### config.mk
export PLATFORM = sky130hd
export DESIGN_NAME = comparador_objetivo
export DESIGN_NICKNAME = d
export VERILOG_FILES = /design/src/rtl/comparador_objetivo.sv
export SDC_FILE = /design/constraint.sdc
export NUM_CORES = 1
export LEC_CHECK = 0
export CAP_MARGIN = 20
export CORE_MARGIN = 1.5
export CORE_UTILIZATION = 35
export CTS_CLUSTER_SIZE = 10
export DETAILED_ROUTE_END_ITERATION = 12
export SLEW_MARGIN = 20
export SYNTH_ARGS = -nofsm -noshare
export SYNTH_HDL_FRONTEND = slang
export SYNTH_SLANG_ARGS = --single-unit
export TNS_END_PERCENT = 50
### constraint.sdc
create_clock -name clk -period 3.5 [get_ports clk]
set_clock_uncertainty 0.15 [all_clocks]
set_input_delay 0.525 -clock clk [delete_from_list [all_inputs] [get_ports clk]]
set_output_delay 0.525 -clock clk [all_outputs]
set_load 0.01 [all_outputs]
### src/rtl/comparador_objetivo.sv
// comparador_objetivo: search controller between the hash core and the nonce
// generator. Compares each hash against a latched difficulty target, counts
// attempts, and reports the winning (or last tried) nonce and hash.
module comparador_objetivo #(
  parameter int unsigned HASH_W       = 32,
  parameter int unsigned CNT_W        = 16,
  parameter int unsigned MAX_INTENTOS = 1024
) (
  input  logic              clk,
  input  logic              reset,
  input  logic              start,
  input  logic [HASH_W-1:0] target,
  input  logic [HASH_W-1:0] hash_in,
  input  logic [31:0]       nonce_in,
  input  logic              hash_valid,
  output logic              valid,
  output logic              fin,
  output logic              exito,
  output logic              timeout,
  output logic [31:0]       nonce_out,
  output logic [HASH_W-1:0] hash_out,
  output logic [CNT_W-1:0]  intentos
);

  localparam logic [CNT_W-1:0] MAX_CNT = CNT_W'(MAX_INTENTOS);

  typedef enum logic [1:0] {
    IDLE,
    SEARCH,
    CHECK,
    DONE
  } state_t;

  state_t            state;
  logic [HASH_W-1:0] target_q;

  // Search FSM; valid is 0 only while waiting for a result in SEARCH.
  always_ff @(posedge clk) begin
    if (reset) begin
      state     <= IDLE;
      valid     <= 1'b1;
      fin       <= 1'b0;
      exito     <= 1'b0;
      timeout   <= 1'b0;
      intentos  <= '0;
      nonce_out <= '0;
      hash_out  <= '0;
      target_q  <= '0;
    end else begin
      case (state)
        IDLE: begin
          if (start) begin
            target_q <= target;
            intentos <= '0;
            valid    <= 1'b0;
            state    <= SEARCH;
          end
        end
        SEARCH: begin
          if (hash_valid) begin
            hash_out  <= hash_in;
            nonce_out <= nonce_in;
            intentos  <= intentos + CNT_W'(1);
            valid     <= 1'b1;
            state     <= CHECK;
          end
        end
        CHECK: begin
          // Success takes priority so a win on the last attempt is not a timeout.
          if (hash_out < target_q) begin
            exito <= 1'b1;
            fin   <= 1'b1;
            state <= DONE;
          end else if (intentos == MAX_CNT) begin
            timeout <= 1'b1;
            fin     <= 1'b1;
            state   <= DONE;
          end else begin
            valid <= 1'b0;
            state <= SEARCH;
          end
        end
        DONE: begin
          if (start) begin
            fin      <= 1'b0;
            exito    <= 1'b0;
            timeout  <= 1'b0;
            intentos <= '0;
            target_q <= target;
            valid    <= 1'b0;
            state    <= SEARCH;
          end
        end
        default: state <= IDLE;
      endcase
    end
  end

endmodule

### After elaboration in Yosys (flattened, before gate mapping)

Index checks and enable logic that the tools add are counted.

| storage, ports and cells | value |
|---|---|
| bits in registers | 118 |
| input bits | 100 |
| output and inout bits | 84 |
| word-level logic and storage cells | 55 |

| cells by class | value |
|---|---|
| add/sub/neg operators | 1 |
| order comparisons | 1 |
| equal/unequal tests | 12 |
| mux-type cells | 20 |
| reductions and logical operators | 12 |

Operators with widths:

| cell | count |
|---|---|
| $lt 32x32->1 | 1 |
| $mux 16 | 2 |
| $pmux 16 s2 | 1 |
| $add 16x1->16 const B | 1 |
| $eq 16x11->1 const B | 1 |
| $ne 2x2->1 const B | 6 |
| $reduce_and 3->1 | 3 |
| $mux 1 | 8 |
| $mux 2 | 4 |
| $reduce_and 4->1 | 2 |
| $pmux 1 s2 | 3 |
| $pmux 2 s3 | 1 |
| $reduce_and 2->1 | 3 |
| $eq 2x2->1 const B | 2 |
| $reduce_bool 2->1 | 2 |
| $ne 3x3->1 const B | 1 |
| $pmux 1 s3 | 1 |
| $eq 2x1->1 const B | 1 |
| $logic_not 2->1 | 1 |
| $ne 2x1->1 const B | 1 |
| $reduce_or 2->1 | 1 |

### Logic depth before layout (Yosys ltp)

Gate-level depths: netlist (run 1).

| logic depth | value |
|---|---|
| depth after elaboration | 4 |
| gate-level depth with buffers | 8 |
| depth with buffers taken out | 8 |

### Least setup slack after synthesis (run 1)

Ideal clock, no wire load.

| timing | value |
|---|---|
| path type | register to register |
| from | register state[0] |
| to | register intentos[13] |
| library setup time | 128 ps |
| data arrival time | 1830 ps |
| data required time | 3222 ps |
| setup slack | 1393 ps |
| cell stages (with the launch flop) | 9 |
| path buffers | 0 |
| period minus slack after synthesis | 2107 ps |
| cells stage by stage | dfxtp_1 inv_1 ha_1 nor2b_1 nor4_2 and3b_1 nand3_1 xor2_1 nor2_1 |

| between the ends | value |
|---|---|
| word-level cells in the longest chain between the ends | 4 |
| elaborated cells on any way between the ends | 9 |
| classes of those cells | eq/ne: 4; mux: 1; reduce/logical: 4 |

RTL lines:

| element | line | source |
|---|---|---|
| start, declared | 34 | `state_t state;` |
| start signal, assigned | 40 | `state <= IDLE;` |
| start signal, assigned | 56 | `state <= SEARCH;` |
| start signal, assigned | 65 | `state <= CHECK;` |
| $eq 2x2->1 / $logic_not 2->1 (equally long branches) | 50 | `case (state)` |
| $reduce_or 2->1 (no source line) | - |  |
| $ne 2x1->1 (no source line) / $reduce_bool 2->1 (equally long branches) | - |  |
| $reduce_and 3->1 (no source line) | - |  |
| end signal, assigned | 63 | `intentos <= intentos + CNT_W'(1);` |
| end, declared | 22 | `output logic [CNT_W-1:0] intentos` |

Several ways; a longest one is shown, not always the timed one.
A chain may end at the register's enable or synchronous reset.

### Worst setup path after layout (run 1)

| timing | value |
|---|---|
| from | register target_q[31] |
| to | register exito |

| between the ends | value |
|---|---|
| word-level cells in the longest chain between the ends | 3 |

RTL lines:

| element | line | source |
|---|---|---|
| start, declared | 35 | `logic [HASH_W-1:0] target_q;` |
| start signal, assigned | 53 | `target_q <= target;` |
| start signal, assigned | 89 | `target_q <= target;` |
| $lt 32x32->1 | 70 | `if (hash_out < target_q) begin` |
| $ne 2x2->1 (no source line) | - |  |
| $reduce_and 3->1 (no source line) | - |  |
| end signal, assigned | 43 | `exito <= 1'b0;` |
| end signal, assigned | 71 | `exito <= 1'b1;` |
| end signal, assigned | 86 | `exito <= 1'b0;` |
| end, declared | 18 | `output logic exito,` |

Every way passes these cells.

==> out/summary.txt, run 1 <==
CP required - 3670 ps
drt first-iter violations - 198
RSZ-0062 raised after global routing - no
DR DRC count - 9
Max FO, Critical Path - 7
# Post-CTS Setup Buffers - 0
Setup TNS - 0 ps
post-synthesis sequential area ratio - 0.4470
Max Clock Freq - 423.8 MHz
worst min path class - flop to flop
commonest cells after routing, fill and taps aside - nand2_1 (210), clkdlybuf4s50_1 (182), dfxtp_1 (118)
GRT Residual Overflow - 0
PnR worst setup slack - 1140 ps
CP endpoint kind - flop
Vias/cell - 4.812
share of cells above drive strength 1 - 0.06250
antenna-violating nets left - 0
Final Cell Area - 7824 um2
Synth Instances - 664
total power - 5.000 mW
post-DP HPWL - 10.73 mm
CTS max path bufs - 2
Post-synth EDFFs - 0
H-Tree Depth - 4
Synth top area share - 0.4470
width of the die - 125.9 um
worst reg2reg setup slack - 1140 ps
cts hold-fix bufs - 0
endpoints failing hold - 0
Post-Synthesis Cell Area - 5285 um2
I/O Pins - 184
cell area power density - 639.1 nW/um2
TritonCTS Buffers - 17
core footprint - 14640 um2
final net count - 975
DP Area - 7258 um2
setup violators final - 0
min Tclk post-route - 2360 ps
drt pass-1 iters - 8
status - finished with violations
clock sinks - 118
largest net degree at the start of global routing - 61
Slew @ Worst Pin - 995.1 ps
die height - 125.9 um
initial cell density of the core - 0.3609
post_cts resized - 0
fin crit share - 0.6742
syn_nets - 801
asr flop ratio synth - 0
Clock transition at path regs - 50 ps
diodes inserted - 0
via count - 4966
#FFs+latches synth - 118
yosys warns - 0
Port Buffer Count - 183
DR WL/cell - 14.39 um
Mean Syn Cell Area - 7.959 um2
Root Buffer - clkbuf_16
failing checks - design-rule violations
CTS tree - yes
row count - 44
pre-CTS WS - 956.1 ps
Synth cell types - 49
Critical Path AT - 2530 ps
Worst VDD drop - 0.3954 mV
Leakage - 2.922 nW
area delta synth->final - 48.03%
Main synth FF type - dfxtp_1
drt total wl - 14.85 mm
Hold Crit Depth - 2
vias in the first global route - 4973
Skew-Pair Late Insertion Delay - 420 ps
die area - 15850 um2
Worst slew margin - 0.3352
R2R cell count - 8
Max Cap Viol - 0
top area cells in the synthesized netlist - dfxtp_1 (45%), nand2_1 (15%), a21oi_1 (10%), ha_1 (8.8%), inv_1 (2.8%)
Max Slew Vio Count - 0
Yosys top cell by area - dfxtp_1
GP Congestion - 0.7743
first-pass GRT wire length - 24.16 mm
most common cell after layout, fill and taps aside - nand2_1
CP startpoint kind - flop
Tot GR Track Use - 0.1910
CP Class - flop to flop
initial antenna violation count - 0
-- per-layer routing --
layer | wire length, um | vias to the layer above | track usage | part of all wire
li1 | - | 2530 | - | -
met1 | 6423 | 2287 | 0.2224 | 0.43
met2 | 7011 | 132 | 0.3219 | 0.47
met3 | 1237 | 17 | 0.07901 | 0.083
met4 | 180 | 0 | 0.05680 | 0.012
met5 | 0 | - | 0 | 0
-- cells in the mapped netlist (6+ instances only) --
cell type	instances
nand2_1	211
dfxtp_1	118
a21oi_1	109
inv_1	39
ha_1	37
nor2_1	26
clkbuf_1	24
xor2_1	10
buf_1	9
nand3_1	7
o21ai_0	7
nand4_1	6
-- area by class of cell --
class | count | area (um2)
clock buffers | 25 | 495.5
clock inverters | 4 | 70.07
fillers | 1391 | 6820
inverters | 39 | 146.4
multi-input cells | 473 | 2645
flip-flops and latches | 118 | 2362
well taps | 184 | 230.2
repair buffers | 189 | 1874
-- critical path, cell delays in order (launching register included) --
cell      delay (ps)
dfxtp_1          330
inv_1             50
ha_1             300
nand4_1          130
nor3_1           480
nand3_2          170
o21ai_4          270
o21ai_1          120
a221oi_2         250
-- metrics by stage --
stage / cells / hold slack, ps / utilization
after floorplan: 664 / 281.8 / -
after global placement: 1003 / 288.1 / 0.4956
after detailed placement: 1003 / 293.9 / 0.4956
after CTS: 1032 / 300.8 / 0.5343
after global routing: 1032 / 316.3 / 0.5343
final: 1032 / 298.0 / 0.5343
-- flip-flops by register name, indices dropped and copies added (netlist names) --
signal and count:
valid 1, exito 1, fin 1, hash_out 32, target_q 32, intentos 16, state 2, nonce_out 32
timeout 1
-- kinds of logic after synthesis --
kind of cell	synth area share
and+or+nand+nor	0.2339
xor gates and xnor gates	0.02320
adders and majority gates	0.08759
muxes	0.005682
DFF	0.4470
buffers and inverters	0.05327
AOI/OAI and AO/OA	0.1494
-- path summary, 6_finish.rpt --
| kind | from | to |
|---|---|---|
| min reg2reg | target_q[0] | target_q[0] |
| min | target_q[0] | target_q[0] |
| max reg2reg | target_q[31] | exito |
| max | target_q[31] | exito |
-- report_power, final --
group / internal, mW / total, mW / switching (mW)
Combinational: 0.722 / 1.64 / 0.917
Sequential: 1.55 / 1.69 / 0.137
Clock: 1.11 / 1.67 / 0.567
No activity file was read; power rests on OpenSTA's default activity.
==> run 2: changes to the inputs <==
- PLACE_DENSITY: unset -> 0.67
- clock period: 3.5 -> 2.05 ns (I/O delays scaled with it)
==> out/summary.txt, run 2 (synthesis results as in run 1) <==
Skew-Pair Late Insertion Delay - 420 ps
Setup TNS - -153.1 ps
width of the die - 125.9 um
setup violators final - 4
final net count - 1016
die height - 125.9 um
CTS tree - yes
post-DP HPWL - 10.18 mm
most common cell after layout, fill and taps aside - nand2_1
fin crit share - 1.029
CP startpoint - hash_out[27]
worst min path class - primary input to flop
CP endpoint kind - flop
DP Area - 7594 um2
layout filler cell count - 1338
min-delay src - reset
Root Buffer - clkbuf_16
share of cells above drive strength 1 - 0.1794
diodes inserted - 0
area delta synth->final - 62.05%
initial cell density of the core - 0.3609
Worst VDD drop - 0.6662 mV
min Tclk post-route - 2110 ps
I/O Pins - 184
Finished Layout Cells - 1076
Max Slew Vio Count - 0
CP required - 2220 ps
status - finished with violations
CTS max path bufs - 2
PnR worst setup slack - -59.67 ps
GP Congestion - 0.7827
H-Tree Depth - 4
GRT Residual Overflow - 0
Clock transition at path regs - 60 ps
Tot GR Track Use - 0.1947
Port Buffer Count - 183
total power - 9.454 mW
Final Cell Area - 8564 um2
Critical Path AT - 2280 ps
core footprint - 14640 um2
biggest registers after layout - hash_out: 32 flops, nonce_out: 32 flops, target_q: 32 flops
antenna-violating nets left - 0
Max Clock Freq - 474.0 MHz
RSZ-0062 raised after global routing - yes
reg2reg start - hash_out[27]
clock sinks - 118
failing checks - design-rule violations, negative setup slack
CP most frequent cell - a221oi_2
DR WL/cell - 13.84 um
Worst slew margin - 0.7166
endpoints failing hold - 0
drt pass-1 iters - 8
crit path cell chain - ha_4 > a21oi_1 > o21ai_2 > a221oi_2 > buf_4 > o21ai_4 > o21a_2 > a221oi_2
Slowest-stage cell, CP - dfxtp_1
Max FO, Critical Path - 6
drt first-iter violations - 169
cell count after placement - 1041
vias in the first global route - 4969
commonest cells after routing, fill and taps aside - nand2_1 (207), clkdlybuf4s50_1 (182), a21oi_1 (105)
DR DRC count - 10
initial antenna violation count - 0
Max Cap Viol - 0
row count - 44
CP Class - flop to flop
TritonCTS Buffers - 17
Leakage - 3.197 nW
CP startpoint kind - flop
Slew @ Worst Pin - 425.2 ps
die area - 15850 um2
largest net degree at the start of global routing - 72
Vias/cell - 4.717
CP max stage delay - 390 ps
cell area power density - 1104 nW/um2
first-pass GRT wire length - 24.54 mm
drt total wl - 14.90 mm
via count - 5076
run 2: routing by layer:
| layer | share of wire | global-route usage | vias to the layer above | wire (um) |
|---|---|---|---|---|
| met3 | 0.080 | 0.07604 | 22 | 1193 |
| met2 | 0.46 | 0.3109 | 151 | 6923 |
| met5 | 0 | 0 | - | 0 |
| met1 | 0.44 | 0.2349 | 2292 | 6489 |
| met4 | 0.020 | 0.08046 | 0 | 291 |
| li1 | - | - | 2611 | - |
run 2: worst paths after layout:
path,cells past startpoint,slack [ps],end
setup reg to reg,8,-60,fin
setup / recovery,8,-60,fin
hold reg to reg,2,300,target_q[27]
hold / removal,2,150,intentos[1]
run 2: layout make-up:
cell class,instances,area (um2),area share
clock inverters,12,152.6,0.01782
flip-flops and latches,118,2384,0.2783
inverters,39,146.4,0.01709
repair buffers,230,2236,0.2611
well taps,184,230.2,0.02688
multi-input cells,473,2959,0.3455
clock buffers,20,456.7,0.05332
run 2: where the power goes:
group          internal, mW  leakage [nW]  switching (mW)  total (mW)
Clock                  1.97         0.288            1.09        3.06
Sequential             2.66         0.967           0.229        2.89
Combinational          1.73          1.94            1.78        3.51
Total                  6.36          3.20            3.09        9.45
run 2: stage by stage:
step | setup WS [ps] | util | hold WS [ps]
floorplan | -12.95 | - | 281.8
global placement | -94.34 | 0.5185 | 288.1
detailed placement | -132.4 | 0.5185 | 296.5
CTS | 2.041 | 0.5752 | 142.2
global route | -155.7 | 0.5848 | 188.5
finish | -59.67 | 0.5848 | 149.7
run 2: worst max-delay path: cells and delay by family, from the launching register on:
| family | cells | cell delay (ps) |
|---|---|---|
| buffers and inverters | 1 | 170 |
| DFF | 1 | 390 |
| AOI/OAI and AO/OA | 6 | 1090 |
| adders and majority gates | 1 | 230 |
run 2: repair_timing:
action / in CTS / in global routing
pin swaps: 21 / 16
hold buffers: 0 / 0
gates cloned: 0 / 0
resized for setup: 38 / 29
setup buffers: 1 / 2
endpoints found under the setup margin: 5 / 16
